==> src/rtl/pc_fetch_ctrl_pkg.sv <==
`default_nettype none
// +----------------------------------------------------------------------------+
// | Module      : pc_fetch_ctrl_pkg                                            |
// | Description : Shared CPU constants for the fetch stage: FSM state          |
// |               encoding, reset PC and the sequential PC increment.          |
// | Revision    : 1.0 - initial release                                        |
// +----------------------------------------------------------------------------+
package pc_fetch_ctrl_pkg;

  // Fetch controller states
  typedef enum logic [1:0] {
    ST_IDLE   = 2'd0,
    ST_RUN    = 2'd1,
    ST_HALTED = 2'd2
  } fetch_state_e;

  // PC loaded on reset
  localparam int unsigned c_pc_reset = 0;

  // Sequential PC step (one 32-bit instruction)
  localparam int unsigned c_pc_incr  = 4;

endpackage : pc_fetch_ctrl_pkg
`default_nettype wire

==> src/rtl/pc_next_mux.sv <==
`default_nettype none
// +----------------------------------------------------------------------------+
// | Module      : pc_next_mux                                                  |
// | Description : Combinational next-PC selection for the fetch stage.         |
// |               Priority: branch > jr > jump > pc+4. A stall holds the PC    |
// |               unless a branch is present. Flags whether a redirect was     |
// |               accepted and whether the accepted target is misaligned.      |
// | Ports       : i_pc / i_pc_4        current PC and PC+4                     |
// |               i_stall              hazard freeze                           |
// |               i_branch/jr/jump     redirect requests with target addresses |
// |               o_next_pc            PC for the next cycle (PC held on error)|
// |               o_redirect           a redirect was accepted                 |
// |               o_misaligned         accepted target has bits [1:0] != 0     |
// | Revision    : 1.0 - initial release                                        |
// +----------------------------------------------------------------------------+
module pc_next_mux #(
  parameter int NB_DATA = 32
) (
  input  logic [NB_DATA-1:0] i_pc,
  input  logic [NB_DATA-1:0] i_pc_4,
  input  logic               i_stall,
  input  logic               i_branch,
  input  logic [NB_DATA-1:0] i_branch_address,
  input  logic               i_jr,
  input  logic [NB_DATA-1:0] i_jr_address,
  input  logic               i_jump,
  input  logic [NB_DATA-1:0] i_jump_address,
  output logic [NB_DATA-1:0] o_next_pc,
  output logic               o_redirect,
  output logic               o_misaligned
);

  logic [NB_DATA-1:0] w_target;

  always_comb begin
    w_target   = i_pc_4;
    o_redirect = 1'b0;
    if (i_branch) begin
      // A branch overrides a stall
      w_target   = i_branch_address;
      o_redirect = 1'b1;
    end else if (i_stall) begin
      w_target   = i_pc;
    end else if (i_jr) begin
      w_target   = i_jr_address;
      o_redirect = 1'b1;
    end else if (i_jump) begin
      w_target   = i_jump_address;
      o_redirect = 1'b1;
    end
  end

  assign o_misaligned = o_redirect && (w_target[1:0] != 2'b00);

  // A misaligned target never reaches the PC register
  assign o_next_pc = o_misaligned ? i_pc : w_target;

endmodule : pc_next_mux
`default_nettype wire

==> src/rtl/pc_fetch_ctrl.sv <==
`default_nettype none
// +----------------------------------------------------------------------------+
// | Module      : pc_fetch_ctrl                                                |
// | Description : PC register and IDLE/RUN/HALTED fetch FSM. Selects the next  |
// |               PC through pc_next_mux, raises flush on redirects, records a |
// |               sticky misaligned-target error and counts RUN cycles.        |
// | Ports       : clock_i, reset_i (sync, active-high)                         |
// |               start_i, stall_i, halt_i                  control requests   |
// |               branch_i/jr_i/jump_i + *_address_i        redirects          |
// |               pc_o, pc_4_o, pc_4_upper_o                fetch address      |
// |               flush_o, fetch_valid_o, halted_o          status             |
// |               addr_err_o, cycle_count_o                 error / counter    |
// | Revision    : 1.0 - initial release                                        |
// +----------------------------------------------------------------------------+
module pc_fetch_ctrl
  import pc_fetch_ctrl_pkg::*;
#(
  parameter int                 NB_DATA  = 32,
  parameter int                 NB_JUMP  = 26,
  parameter logic [NB_DATA-1:0] PC_RESET = NB_DATA'(c_pc_reset)
) (
  input  logic                       clock_i,
  input  logic                       reset_i,
  input  logic                       start_i,
  input  logic                       stall_i,
  input  logic                       branch_i,
  input  logic [NB_DATA-1:0]         branch_address_i,
  input  logic                       jr_i,
  input  logic [NB_DATA-1:0]         jr_address_i,
  input  logic                       jump_i,
  input  logic [NB_DATA-1:0]         jump_address_i,
  input  logic                       halt_i,
  output logic [NB_DATA-1:0]         pc_o,
  output logic [NB_DATA-1:0]         pc_4_o,
  output logic [NB_DATA-NB_JUMP-3:0] pc_4_upper_o,
  output logic                       flush_o,
  output logic                       fetch_valid_o,
  output logic                       halted_o,
  output logic                       addr_err_o,
  output logic [NB_DATA-1:0]         cycle_count_o
);

  localparam logic [NB_DATA-1:0] c_incr = NB_DATA'(c_pc_incr);
  localparam logic [NB_DATA-1:0] c_one  = NB_DATA'(1);

  fetch_state_e       r_state;
  fetch_state_e       w_state_next;
  logic [NB_DATA-1:0] r_pc;
  logic [NB_DATA-1:0] w_pc_next;
  logic [NB_DATA-1:0] w_pc_4;
  logic [NB_DATA-1:0] r_cycle_count;
  logic               r_addr_err;
  logic               w_err_set;
  logic               w_flush;
  logic               w_fetch_valid;
  logic [NB_DATA-1:0] w_mux_pc;
  logic               w_mux_redirect;
  logic               w_mux_misaligned;

  assign w_pc_4 = r_pc + c_incr;

  pc_next_mux #(
    .NB_DATA (NB_DATA)
  ) u_pc_next_mux (
    .i_pc             (r_pc),
    .i_pc_4           (w_pc_4),
    .i_stall          (stall_i),
    .i_branch         (branch_i),
    .i_branch_address (branch_address_i),
    .i_jr             (jr_i),
    .i_jr_address     (jr_address_i),
    .i_jump           (jump_i),
    .i_jump_address   (jump_address_i),
    .o_next_pc        (w_mux_pc),
    .o_redirect       (w_mux_redirect),
    .o_misaligned     (w_mux_misaligned)
  );

  always_ff @(posedge clock_i) begin
    if (reset_i) begin
      r_state       <= ST_IDLE;
      r_pc          <= PC_RESET;
      r_addr_err    <= 1'b0;
      r_cycle_count <= '0;
    end else begin
      r_state    <= w_state_next;
      r_pc       <= w_pc_next;
      r_addr_err <= r_addr_err | w_err_set;
      if (r_state == ST_RUN) begin
        r_cycle_count <= r_cycle_count + c_one;
      end
    end
  end

  always_comb begin
    w_state_next  = r_state;
    w_pc_next     = r_pc;
    w_err_set     = 1'b0;
    w_flush       = 1'b0;
    w_fetch_valid = 1'b0;
    case (r_state)
      ST_IDLE: begin
        if (start_i) begin
          w_state_next = ST_RUN;
        end
      end
      ST_RUN: begin
        w_pc_next     = w_mux_pc;
        w_flush       = w_mux_redirect;
        w_err_set     = w_mux_misaligned;
        w_fetch_valid = !stall_i || branch_i;
        // Halt freezes the PC, but a same-cycle redirect still lands first
        if (halt_i && !w_mux_redirect) begin
          w_pc_next = r_pc;
        end
        if (halt_i || w_mux_misaligned) begin
          w_state_next = ST_HALTED;
        end
      end
      ST_HALTED: begin
        w_state_next = ST_HALTED;
      end
      default: begin
        w_state_next = ST_IDLE;
      end
    endcase
  end

  assign pc_o          = r_pc;
  assign pc_4_o        = w_pc_4;
  assign pc_4_upper_o  = w_pc_4[NB_DATA-1 -: (NB_DATA-NB_JUMP-2)];
  assign addr_err_o    = r_addr_err;
  assign cycle_count_o = r_cycle_count;

  // Status outputs are forced low while reset is asserted
  assign flush_o       = w_flush && !reset_i;
  assign fetch_valid_o = w_fetch_valid && !reset_i;
  assign halted_o      = (r_state == ST_HALTED) && !reset_i;

endmodule : pc_fetch_ctrl
`default_nettype wire

==> config.mk <==
export PLATFORM = sky130hd
export DESIGN_NAME = pc_fetch_ctrl
export DESIGN_NICKNAME = d
export VERILOG_FILES = /design/src/rtl/pc_fetch_ctrl_pkg.sv /design/src/rtl/pc_next_mux.sv /design/src/rtl/pc_fetch_ctrl.sv
export SDC_FILE = /design/constraint.sdc
export NUM_CORES = 1
export LEC_CHECK = 0
export ABC_AREA = 1
export CORE_AREA = 2 2 126 128
export CTS_CLUSTER_SIZE = 16
export DETAILED_ROUTE_END_ITERATION = 12
export DIE_AREA = 0 0 128 130
export PLACE_DENSITY = 0.75
export SLEW_MARGIN = 5
export SYNTH_ARGS = -nofsm -noshare
export SYNTH_HDL_FRONTEND = slang
export SYNTH_SLANG_ARGS = --single-unit
==> constraint.sdc <==
create_clock -name clock_i -period 3.6 [get_ports clock_i]
set_input_delay 0.9 -clock clock_i [delete_from_list [all_inputs] [get_ports clock_i]]
set_output_delay 0.9 -clock clock_i [all_outputs]
set_load 0.02 [all_outputs]
=== After elaboration in Yosys (flattened, before gate mapping) ===
Cells that the tools add are included.

* Add/sub/neg operators: 2
* Equality and inequality tests: 5
* Muxes and demuxes: 14
* Bitwise gates (word level): 3
* Reduce and logical (&&, ||, !) cells: 15

{| class="wikitable"
|+ Operators by type and width
! operator !! number
|-
| $mux W32 || 4
|-
| $add A32 B1 Y32 const B || 1
|-
| $add A32 B3 Y32 const B || 1
|-
| $mux W1 || 7
|-
| $pmux W2 S3 || 1
|-
| $logic_and A1 B1 Y1 || 5
|-
| $mux W2 || 2
|-
| $ne A2 B1 Y1 const B || 2
|-
| $reduce_and A4 Y1 || 1
|-
| $logic_not A1 Y1 || 3
|-
| $reduce_and A3 Y1 || 1
|-
| $eq A2 B1 Y1 const B || 1
|-
| $eq A2 B2 Y1 const B || 1
|-
| $logic_not A2 Y1 || 1
|-
| $logic_or A1 B1 Y1 || 2
|-
| $ne A2 B2 Y1 const B || 1
|-
| $not A1 Y1 || 2
|-
| $reduce_and A2 Y1 || 1
|-
| $reduce_bool A2 Y1 || 1
|-
| $or A1 B1 Y1 || 1
|}

* Register bits: 67
* Bits of input ports: 104
* Output and inout bits: 104
* Word-level logic and storage cells: 44

=== Depth between registers and ports, before layout ===
* Word-level depth: 10
* Depth in mapped cells: 14

=== Cells and area by module ===
A second synthesis with hierarchy kept.

* Cells, all modules: 1,059
* Area, all modules: 5,989.5 um2

{| class="wikitable"
|+ Modules (own cells, without submodules)
! module !! instances !! cells an instance !! area each (um2) !! seq. area each (um2)
|-
| pc_fetch_ctrl || 1 || 597 || 3,873.7 || 1,341.3
|-
| pc_next_mux || 1 || 462 || 2,115.8 || 0.0
|}

=== Worst setup path before layout ===
No wires, ideal clock.

* Path kind: input to output
* Start: in reset_i
* End: out fetch_valid_o
* Data arrival time: 1.790 ns
* Path slack: 0.910 ns
* Cell stages on the path: 3
* Path buffers: 2
* Cell sequence: clkbuf_1 > buf_1 > nor3_1

* Word-level cells in the longest chain between the ends: 2

{| class="wikitable"
|+ Ends and longest elaborated chain
! what !! line !! source
|-
| start, declared || pc_fetch_ctrl.sv:23 || <nowiki>input logic reset_i,</nowiki>
|-
| $logic_not A1 Y1 || pc_fetch_ctrl.sv:137 || <nowiki>assign fetch_valid_o = w_fetch_valid && !reset_i;</nowiki>
|-
| $logic_and A1 B1 Y1 || pc_fetch_ctrl.sv:137 ||
|-
| end, declared || pc_fetch_ctrl.sv:37 || <nowiki>output logic fetch_valid_o,</nowiki>
|}

Every way passes these cells.

=== Final worst setup path ===
* Start: in branch_i
* End: out flush_o

* Word-level cells in the longest chain between the ends: 3

{| class="wikitable"
|+ Ends and longest elaborated chain
! what !! line !! source
|-
| start, declared || pc_fetch_ctrl.sv:26 || <nowiki>input logic branch_i,</nowiki>
|-
| $mux W1 || pc_next_mux.sv:38 || <nowiki>if (i_branch) begin</nowiki>
|-
| $mux W1 || pc_fetch_ctrl.sv:101 || <nowiki>case (r_state)</nowiki>
|-
| $logic_and A1 B1 Y1 || pc_fetch_ctrl.sv:136 || <nowiki>assign flush_o = w_flush && !reset_i;</nowiki>
|-
| end, declared || pc_fetch_ctrl.sv:36 || <nowiki>output logic flush_o,</nowiki>
|}

Every way passes these cells.

==> metrics.cfg <==
[critical_path]
path_buf_inv = 3
cp_slowest_stage_delay_ps = 640
worstPathArrival_ps = 2450
cp_max_fo = 4
crit_path_top_delay_cell = clkdlybuf4s50_1
worst_path_most_repeated_cell = clkdlybuf4s50_1
reg2reg_to = cycle_count_o[8]$_SDFFE_PP0N_
r2r_setup_slack_ps = 1500
reg2reg_depth = 12
endpoint_kind = output port
start_kind = input pin
crit_chain = clkdlybuf4s50_1 > inv_1 > nand2_2 > nand2_1 > nor2_1 > clkdlybuf4s50_1
path_delay_family = buffers and inverters
worstPathRequired_ps = 2700
path_class = in -> out
worstReg2RegStart = r_state[1]$_SDFFE_PP0P_

[final_layout]
area_growth_pct = 48.58
drive_gt1_frac = 0.05330
layout.nets = 1214
seq_area_mm2 = 0.001341
fin_cells = 1299
fillers = 1528
multi_input_area_mm2 = 0.003242
diodes = 0

[global_routing]
grt_pass1_vias = 5895
globalRouteTotalUtil = 0.2284
grt_pass1_wl_um = 29820
grt_max_degree = 36
grt_overflow = 0
antenna_found_initial = 2

[detailed_routing]
vias = 6291
post-route-drc-count = 0
first_iter_violations = 353
wl_per_cell_um = 14.78
dr.pass1.iters = 5
routed_wl_um = 19200
ant_nets = 0
vias_per_cell = 4.843

[floorplan]
start_util = 0.3403
fp.dieH_um = 130
rows = 46
die_x_um = 128
io_pins = 208
dieArea_mm2 = 0.01664
fp.coreArea_mm2 = 0.01542

[sta]
setup_viol = 0
maxSlewViolCount = 0
timing.final.crit_share = 0.9311
layout_min_cycle_time_ps = 3352
tightestPinTransition_ps = 1116
slew_headroom = 0.2551
clock.fmax_mhz = 298.3
finalHoldViolations = 0
whs_ps = 481.4
setup_tns_ps = 0
timing.clock.skew_ps = 4.097
rsz0062_at_grt = no

[placement]
gp_congestion = 0.9475
hpwl_um = 14840
placed_cells = 1285
io_buffers = 207

[logic_synthesis]
synth.top_cell.area_share = 0.2555
netlist_area_mm2 = 0.005249
syn_nets = 1018
ys_ff_latch = 67
synth.distinct_cells = 42
synthTopCellsByArea = dfxtp_1, nand2_1, nor2_1
synthCells = 908
yosys_warnings = 0
synth-seq-area-share = 0.2555
avgSynthCellArea_um2 = 5.781
synth_top_area_cell = dfxtp_1

[clocking]
cts_hold_buf = 0
cts_resized = 0
postCtsSetupBuffers = 0
htreeDepth = 3
clock_latency_ps = 340
clk_path_buf_depth = 2
clock_sinks = 67
tritoncts = yes
cts_buffers = 9
clk_pin_slew_ps = 60
clockRootBuffer = clkbuf_16

[outcome]
outcome = finished, final reports clean

[power_and_ir_drop]
peakVddDrop_mv = 0.2017
total_leakage_power_nw = 3.293
p_per_area_mw_per_mm2 = 320.3

[job]
max-cap-violations = 0

[hold_path]
hold_end = addr_err_o$_SDFF_PP0_
worstHoldStart = addr_err_o$_SDFF_PP0_
hold_depth = 2
hp-class = reg -> reg

stage by stage:
| step | power, mW | instance area, um2 | utilization | worst slack (ps) |
|---|---|---|---|---|
| after detailed placement | 1.535 | 7482 | 0.4851 | 148.3 |
| after global placement | 1.530 | 7482 | 0.4851 | 212.0 |
| after CTS | 2.512 | 7799 | 0.5056 | 228.6 |
| after global routing | 2.610 | 7799 | 0.5056 | 139.8 |
| final | 2.498 | 7799 | 0.5056 | 248.2 |
| after floorplan | 1.201 | 5249 | - | 910.0 |
tightest hold or removal path: stages (launching register included):
cell and delay, ps:
dfxtp_1 330, a31oi_1 50, nor2_1 70
power by group:
| group | internal (mW) | switching [mW] |
|---|---|---|
| Combinational | 0.330 | 0.358 |
| Sequential | 0.780 | 0.0526 |
| Clock | 0.637 | 0.341 |
| Total | 1.75 | 0.751 |
metal layers:
layer	wire, um	global-route usage	vias to the layer above
li1	-	-	3226
met1	8145	0.2700	2799
met2	9207	0.4096	232
met3	1457	0.06109	30
met4	370	0.06270	4
met5	23	0	-
logic make-up (layout without fill, tap and decap cells):
logic type / count (synthesis) / count (layout) / share of synthesized area
flops: 67 / 67 / 0.2555
xor+xnor: 17 / 17 / 0.02837
buf+inv: 160 / 359 / 0.1278
fa+ha+maj: 6 / 6 / 0.01430
simple gates: 570 / 570 / 0.4677
compound gates: 88 / 88 / 0.1063
layout make-up:
| type | instances | share of cell area |
|---|---|---|
| sequential | 67 | 0.1720 |
| timing repair buffer | 222 | 0.2817 |
| clock buffer | 12 | 0.03289 |
| tap | 192 | 0.03080 |
| multi-input combinational | 681 | 0.4157 |
| clock inverter | 2 | 0.007701 |
| inverter | 123 | 0.05920 |
cell usage in the layout, fill, tap and decap left out, drive strengths merged, types with 2 or more instances in the layout:
cell             n
xnor2            4
o21ai           21
nor4             2
a21oi           34
dfxtp           67
nor3b            2
and2             8
o2111ai          2
nand2          312
nor3            15
bufinv           2
a22o            24
inv            122
clkbuf          12
a22oi            2
ha               6
buf             15
nor2           158
xor2            13
clkdlybuf4s50  207
nand3           46
nand4           23
worst max path at each step:
stage          startpoint                   end  cells after the start
6_report         branch_i               flush_o                      6
2_1_floorplan     reset_i         fetch_valid_o                      3
3_3_place_gp         jr_i  pc_o[5]$_SDFFE_PP0P_                      8
3_5_place_dp         jr_i  pc_o[5]$_SDFFE_PP0P_                      8
5_1_grt          branch_i               flush_o                      6
4_1_cts          branch_i               flush_o                      6
synthesized netlist by cell type (all sizes together):
library cell,instances
xor2,13
nand4,23
dfxtp,67
nand3b,1
o2111ai,2
ha,6
nor2,158
a31oi,1
inv,122
xnor2,4
a21oi,34
a211oi,1
nor4,2
buf,22
and2,8
a22oi,2
or2,1
o21bai,1
nand3,46
nor4b,1
o211ai,1
nor3b,2
clkinv,1
and3,1
o21a,1
clkbuf,15
nor3,15
nand2,312
a22o,24
o21ai,21
registers in the layout (all words and copies together) (netlist names):
register       flops
r_state            2
pc_o              32
addr_err_o         1
cycle_count_o     32
(Power assumes the default switching activity.)
